`src/rtl/captura_rtc_ctrl_pkg.sv`:
```
// Shared definitions for the per-frame RTC snapshot sequencer: slot count,
// RTC register address table and FSM state encoding.
package captura_rtc_ctrl_pkg;

    localparam int N_SLOTS      = 11;
    localparam int V_ACTIVE_DEF = 480;
    localparam int TIMEOUT_DEF  = 63;

    // sec, min, hour, date, month, year, weekday, week-number, tsec, tmin, thour
    localparam logic [7:0] ADDR_TBL [0:N_SLOTS-1] = '{
        8'h00, 8'h02, 8'h04, 8'h07, 8'h08, 8'h09,
        8'h06, 8'h0B, 8'h20, 8'h21, 8'h22
    };

    typedef enum logic [1:0] {
        ST_IDLE   = 2'd0,
        ST_REQ    = 2'd1,
        ST_GAP    = 2'd2,
        ST_COMMIT = 2'd3
    } state_t;

endpackage

```
`src/rtl/captura_rtc_ctrl.sv`:
```
// Reads the 11 RTC/timer BCD registers into a shadow buffer at the start of
// vertical blanking and commits them to datos_o in a single cycle.
module captura_rtc_ctrl
    import captura_rtc_ctrl_pkg::*;
#(
    parameter int V_ACTIVE = V_ACTIVE_DEF,
    parameter int TIMEOUT  = TIMEOUT_DEF
) (
    input  logic        clk,
    input  logic        reset,
    input  logic [9:0]  pixely,
    input  logic        hold,
    input  logic        clr_err,
    output logic        rd_req,
    output logic [7:0]  rd_addr,
    input  logic        rd_ack,
    input  logic [7:0]  rd_data,
    output logic [87:0] datos_o,
    output logic        commit,
    output logic        overrun,
    output logic        timeout_err
);

    state_t      state_q, state_d;
    logic [3:0]  slot_q, slot_d;
    logic [5:0]  tmo_q, tmo_d;
    logic        vb_dly_q;
    logic [7:0]  shadow_q [N_SLOTS];
    logic [7:0]  shadow_d [N_SLOTS];
    logic [87:0] datos_q, datos_d;
    logic        commit_q, commit_d;
    logic        overrun_q, overrun_d;
    logic        tmo_err_q, tmo_err_d;

    logic        vblank;
    logic        vb_rise;
    logic        ov_set;
    logic        te_set;

    assign vblank  = (pixely >= 10'(V_ACTIVE));
    assign vb_rise = vblank & ~vb_dly_q;

    // Request drops combinationally the moment blanking ends, before the FSM reacts.
    assign rd_req      = (state_q == ST_REQ) & vblank;
    assign rd_addr     = rd_req ? ADDR_TBL[slot_q] : 8'h00;
    assign datos_o     = datos_q;
    assign commit      = commit_q;
    assign overrun     = overrun_q;
    assign timeout_err = tmo_err_q;

    always_comb begin
        state_d  = state_q;
        slot_d   = slot_q;
        tmo_d    = tmo_q;
        shadow_d = shadow_q;
        datos_d  = datos_q;
        commit_d = 1'b0;
        ov_set   = 1'b0;
        te_set   = 1'b0;

        case (state_q)
            ST_IDLE: begin
                if (vb_rise && !hold) begin
                    state_d = ST_REQ;
                    slot_d  = 4'd0;
                    tmo_d   = 6'd0;
                end
            end
            ST_REQ: begin
                if (!vblank) begin
                    ov_set  = 1'b1;
                    state_d = ST_IDLE;
                end else if (rd_ack) begin
                    shadow_d[slot_q] = rd_data;
                    state_d          = ST_GAP;
                end else begin
                    // A timed-out slot keeps the value from the previous frame.
                    if (tmo_q == 6'(TIMEOUT)) begin
                        te_set  = 1'b1;
                        state_d = ST_GAP;
                    end
                    if (tmo_q != 6'h3F) begin
                        tmo_d = tmo_q + 6'd1;
                    end
                end
            end
            ST_GAP: begin
                if (!vblank) begin
                    ov_set  = 1'b1;
                    state_d = ST_IDLE;
                end else if (slot_q == 4'(N_SLOTS - 1)) begin
                    state_d = ST_COMMIT;
                end else begin
                    slot_d  = slot_q + 4'd1;
                    tmo_d   = 6'd0;
                    state_d = ST_REQ;
                end
            end
            ST_COMMIT: begin
                for (int k = 0; k < N_SLOTS; k++) begin
                    datos_d[8*k +: 8] = shadow_q[k];
                end
                commit_d = 1'b1;
                state_d  = ST_IDLE;
            end
            default: state_d = ST_IDLE;
        endcase

        // Set takes priority over a simultaneous clear.
        overrun_d = ov_set | (overrun_q & ~clr_err);
        tmo_err_d = te_set | (tmo_err_q & ~clr_err);
    end

    always_ff @(posedge clk or negedge reset) begin
        if (!reset) begin
            state_q   <= ST_IDLE;
            slot_q    <= 4'd0;
            tmo_q     <= 6'd0;
            vb_dly_q  <= 1'b0;
            datos_q   <= '0;
            commit_q  <= 1'b0;
            overrun_q <= 1'b0;
            tmo_err_q <= 1'b0;
            for (int k = 0; k < N_SLOTS; k++) begin
                shadow_q[k] <= 8'h00;
            end
        end else begin
            state_q   <= state_d;
            slot_q    <= slot_d;
            tmo_q     <= tmo_d;
            vb_dly_q  <= vblank;
            datos_q   <= datos_d;
            commit_q  <= commit_d;
            overrun_q <= overrun_d;
            tmo_err_q <= tmo_err_d;
            shadow_q  <= shadow_d;
        end
    end

endmodule

```
`config.mk`:
```
export PLATFORM = sky130hd
export DESIGN_NAME = captura_rtc_ctrl
export DESIGN_NICKNAME = d
export VERILOG_FILES = /design/src/rtl/captura_rtc_ctrl_pkg.sv /design/src/rtl/captura_rtc_ctrl.sv
export SDC_FILE = /design/constraint.sdc
export NUM_CORES = 1
export LEC_CHECK = 0
export BUFFER_PORTS_ARGS = -buffer_cell sky130_fd_sc_hd__clkbuf_2
export CORE_ASPECT_RATIO = 1.1
export CORE_MARGIN = 2
export CORE_UTILIZATION = 30
export DETAILED_ROUTE_END_ITERATION = 8
export PLACE_DENSITY = 0.5
export SETUP_SLACK_MARGIN = 0.05
export SKIP_CTS_REPAIR_TIMING = 1
export SLEW_MARGIN = 40
export SYNTH_ARGS = -nofsm -noshare
export SYNTH_HDL_FRONTEND = slang
export SYNTH_SLANG_ARGS = --single-unit
```
`constraint.sdc`:
```
create_clock -name clk -period 2.8 [get_ports clk]
set_input_delay 0 -clock clk [delete_from_list [all_inputs] [get_ports clk]]
set_output_delay 0 -clock clk [all_outputs]
set_load 0.03 [all_outputs]
```
Word level (Yosys, flattened, before mapping)
Memory sizes are Yosys's and may differ from the RTL's.
Index checks and enable logic that the tools add are counted.
Operators by class
  reduce and logical (&&, ||, !) cells: 11
  bitwise gates (word level): 9
  order comparisons: 3
  add/subtract/negate cells: 2
  muxes and demuxes: 31
  equal/unequal tests: 13
Operators with widths (number)
  $bwmux 88: 1
  $mux 6: 6
  $demux 8 s4: 1
  $mux 8: 4
  $pmux 6 s3: 1
  $mux 2: 6
  $mux 4: 3
  $ge 10x9->1 const B: 1
  $ne 2x2->1 const B: 5
  $pmux 2 s4: 1
  $pmux 4 s2: 1
  $mux 1: 7
  $reduce_and 7->1: 1
  $add 6x1->6 const B: 1
  $eq 6x6->1 const B: 1
  $ne 6x6->1 const B: 1
  $ge 5x5->1 const B: 1
  $lt 5x1->1 const B: 1
  $not 4->5: 1
  $add 4x1->4 const B: 1
  $and 1x1->1: 4
  $eq 2x2->1 const B: 2
  $eq 4x4->1 const B: 1
  $ne 4x3->1 const B: 1
  other kinds (13): 16
Word-level totals
  bits in read-only memories: 128
  output and inout port bits: 100
  memories: 1
  flip-flop bits (word level): 192
  input port bits: 23
  logic and storage cells: 89
Memories
  (no name shown): depth 16, bits a word 8, read ports 1, clocked after Yosys merged registers in 0, wr ports 0, line captura_rtc_ctrl.sv:45  | assign rd_addr = rd_req ? ADDR_TBL[slot_q] : 8'h00;

Longest topological paths before layout
  word-level depth: 6
  depth in mapped cells: 9
  mapped depth without buffers: 7

Worst setup path after synthesis
No wires, ideal clock.
  kind: register -> register
  start point: register state_q[1]
  end point: register shadow_q[37] in the netlist's numbering
  setup slack: 0.693 ns
  data arrival time: 1.980 ns
  required time: 2.672 ns
  stages on the path, launching flop included: 10
  buffers on the path: 2
  period minus slack after synthesis: 2.107 ns
  setup time: 0.128 ns
  cells stage by stage: dfrtp_1 inv_1 ha_1 buf_1 nand2_4 inv_2 and4_1 clkbuf_4 nand2_4 mux2_1
Between the ends
  word-level cells in the longest chain between the ends: 2
Ends and longest elaborated chain
  start, declared: line captura_rtc_ctrl.sv:24  | state_t state_q, state_d;
  start signal, assigned: line captura_rtc_ctrl.sv:128  | state_q <= state_d;
  $eq 2x1->1: line captura_rtc_ctrl.sv:61  | case (state_q)
  $reduce_and 3->1 (no line)
  end signal, assigned: line captura_rtc_ctrl.sv:136  | shadow_q <= shadow_d;
  end, declared: line captura_rtc_ctrl.sv:28  | logic [7:0] shadow_q [N_SLOTS];
No other way between the ends.
A chain may end at the register's enable or synchronous reset.

Worst setup path in the final report
  start point: register slot_q[0]
  end point: register tmo_q[4]
Between the ends
  word-level cells in the longest chain between the ends: 3
Ends and longest elaborated chain
  start, declared: line captura_rtc_ctrl.sv:25  | logic [3:0] slot_q, slot_d;
  start signal, assigned: line captura_rtc_ctrl.sv:129  | slot_q <= slot_d;
  $eq 4x4->1: line captura_rtc_ctrl.sv:91  | end else if (slot_q == 4'(N_SLOTS - 1)) begin
  $ne 2x2->1 (no line)
  $reduce_and 7->1 (no line)
  end signal, assigned: line captura_rtc_ctrl.sv:130  | tmo_q <= tmo_d;
  end, declared: line captura_rtc_ctrl.sv:26  | logic [5:0] tmo_q, tmo_d;
No other way between the ends.

==> flow_summary.yaml <==
finish:
  instances_no_fill: 988
  synthToLayoutAreaGrowth_pct: 21.1
  drive_gt1_share_pct: 52.6
  nets: 661
  finalInstanceArea_um2: 9310
pwr:
  power.density_nw_per_um2: 717
  leakagePower_nw: 4.80
  design_power_total_mw: 6.67
  peakVddDrop_v: 0.000324
sta:
  slew_violations: 0
  rsz0062_at_grt: "false"
  post-route-period-util_pct: 80.4
  hold_viol: 0
  fmax_mhz: 444
  tightest_slew_ns: 0.706
  setup_viol: 0
  hold_ws_ns: 0.0125
  fin_worst_skew_ns: 0.00903
  relSlewSlack_pct: 52.9
  fin_tns_setup_ns: 0
  min_period_ns: 2.25
logic_synthesis:
  synth_common_cells: "192 x dfrtp_1, 172 x mux2_2, 22 x clkbuf_1"
  syn_area_um2: 7680
  yosysMostFrequentCell: "dfrtp_1"
  ys.flop_type: "dfrtp_1"
  ys_seq_elements: 192
  yosys_warnings: 0
  syn_avg_cell_area_um2: 15.1
  synthCells: 510
  yosys.area.top_type: "dfrtp_1"
  synth_cell_type_count: 42
  synth.area.top_cells: "dfrtp_1 63%, mux2_2 25%, ha_1 1.6%, clkbuf_1 1.1%, nand2_1 0.88%"
  async_flop_share_pct: 100
  yosysTopAreaCellShare_pct: 62.5
  ys_seq_area_share_pct: 62.5
  synth-edff-count: 0
grt:
  grtUsageTotal_pct: 13.7
  grt_pass1_wl_um: 27300
  grt_max_degree: 86
  grt_antenna_before_repair: 0
  overflow: 0
  grt_pass1_vias: 4769
clocking:
  cts_num_sinks: 192
  cts_made_buffers: 17
  root_buffer: "clkbuf_16"
  cts_tree: "done"
  clk_pin_slew_worst_paths_ns: 0.07
  clockBufferDepth: 2
  cts.htree.levels: 4
  clock_latency_ns: 0.42
floorplan:
  num_rows: 61
  die_h_um: 172
  start_util_pct: 30.4
  io-pin-count: 123
  dieArea_um2: 26900
  die_x_um: 157
  fp.coreArea_um2: 25300
route:
  drtIter0Drc: 170
  firstDrtPassIters: 4
  wl_per_cell_um: 17.9
  route.detailed.drc: 0
  wl_um: 17700
  routed_via_density: 4.59
  ant_nets: 0
  vias: 4539
worst_setup_path:
  critPathTopFamily: "simple AND/OR/NAND/NOR gates"
  reg2reg_depth: 7
  path_buf_inv: 1
  r2r_slack_ns: 0.55
  cp-start-kind: "flop"
  arrival_ns: 2.61
  max_stage_delay_ns: 0.53
  cp_slowest_cell: "nor4b_1"
  criticalPathCategory: "flop to flop"
  r2r_start: "slot_q[0]"
  crit_fanout: 7
  rr_endpoint: "tmo_q[4]"
  end_kind: "flop"
  cp.required_ns: 3.16
  critical_path.cell_chain: "inv_1, ha_1, nand4b_1, and3_1, nor4b_1, a22oi_1, nand2_1"
placed_design:
  dp.cells: 950
  io_buffers: 114
  dp_hpwl_um: 11600
  gp_congestion: 0.815
  post_dp_cell_area_um2: 8670
min_path:
  min_from: "hold"
  holdCritPathClass: "input port to flop"
  worstHoldEndpoint: "state_q[0]"
  hold_depth: 4
job:
  maxCapViolCount: 0
run_status:
  status: "finished, final reports clean"
sequential cells by signal (all words and copies together), names as in the netlist:
name and count:
commit 1, datos_o 88, overrun 1, shadow_q 88, slot_q 4, state_q 2, timeout_err 1, tmo_q 6
vb_dly_q 1
cells by family (layout without fill, tap and decap cells):
| kind of cell | Yosys count | in the layout | share of synthesized area, % |
|---|---|---|---|
| buf+inv | 36 | 165 | 1.95 |
| mux | 179 | 179 | 26.2 |
| flops | 192 | 192 | 62.5 |
| compound gates | 32 | 32 | 2.93 |
| simple gates | 60 | 60 | 4.71 |
| other cells | 1 | 4 | 0.0488 |
| fa+ha+maj | 10 | 10 | 1.63 |
stage by stage:
step                utilization (%)  setup WS [ns]
floorplan                         -          0.693
global placement               34.3          0.645
detailed placement             34.3          0.602
CTS                            36.6          0.587
global route                   36.8          0.268
finish                         36.8          0.549
placed cells by master (no fill, tap or decap), types with 2 or more instances in the layout:
master and count:
nand4b_1 2, a2bb2oi_1 2, o21ai_0 12, nor2b_1 3
dfrtp_1 192, clkinvlp_4 3, inv_6 3, mux2i_1 3
nor2_1 9, mux2_2 172, buf_12 3, clkbuf_16 17
nand2_2 4, nand2_4 5, clkinv_4 2, inv_2 2
buf_4 2, nand3_1 5, conb_1 3, a21oi_1 5
nand2_1 18, nor4b_1 3, inv_8 2, nor3_1 2
clkbuf_2 113, dlygate4sd3_1 5, o31ai_1 4, or3_1 2
ha_1 9, mux2_1 4, inv_1 7, clkbuf_8 3
layout make-up:
class                           count  area [um^2]
Timing Repair Buffer              124          704
Inverter                            9         33.8
Clock buffer                       20          457
Antenna cell                        1         2.50
Fill cell                        2403        16000
Clock inverter                     12          124
Sequential cell                   192         4800
Tap cell                          346          433
Multi-Input combinational cell    284         2750
metal layers:
layer  track usage, %  routed length (um)
met2             22.8                8730
met5                0                   0
met1             17.3                7820
met4             5.54                 488
met3             2.80                 676
report_power, final:
| group | switching (mW) | internal [mW] |
|---|---|---|
| combinational | 0.664 | 0.417 |
| clock | 1.10 | 1.30 |
| sequential | 0.168 | 3.03 |
worst max path at each step:
stage	from	end	cells past startpoint
global route	slot_q[0]	tmo_q[0]	7
CTS	slot_q[0]	tmo_q[0]	7
global placement	slot_q[0]	tmo_q[4]	7
floorplan	state_q[1]	shadow_q[37]	9
detailed placement	slot_q[0]	tmo_q[4]	7
finish	slot_q[0]	tmo_q[4]	7
worst register-to-register path, cell delays in order, from the launching register on:
cell,delay [ns]
dfrtp_1,0.45
inv_1,0.12
ha_1,0.32
nand4b_1,0.18
and3_1,0.29
nor4b_1,0.53
a22oi_1,0.19
nand2_1,0.10
Power figures use the tool's default switching activity.
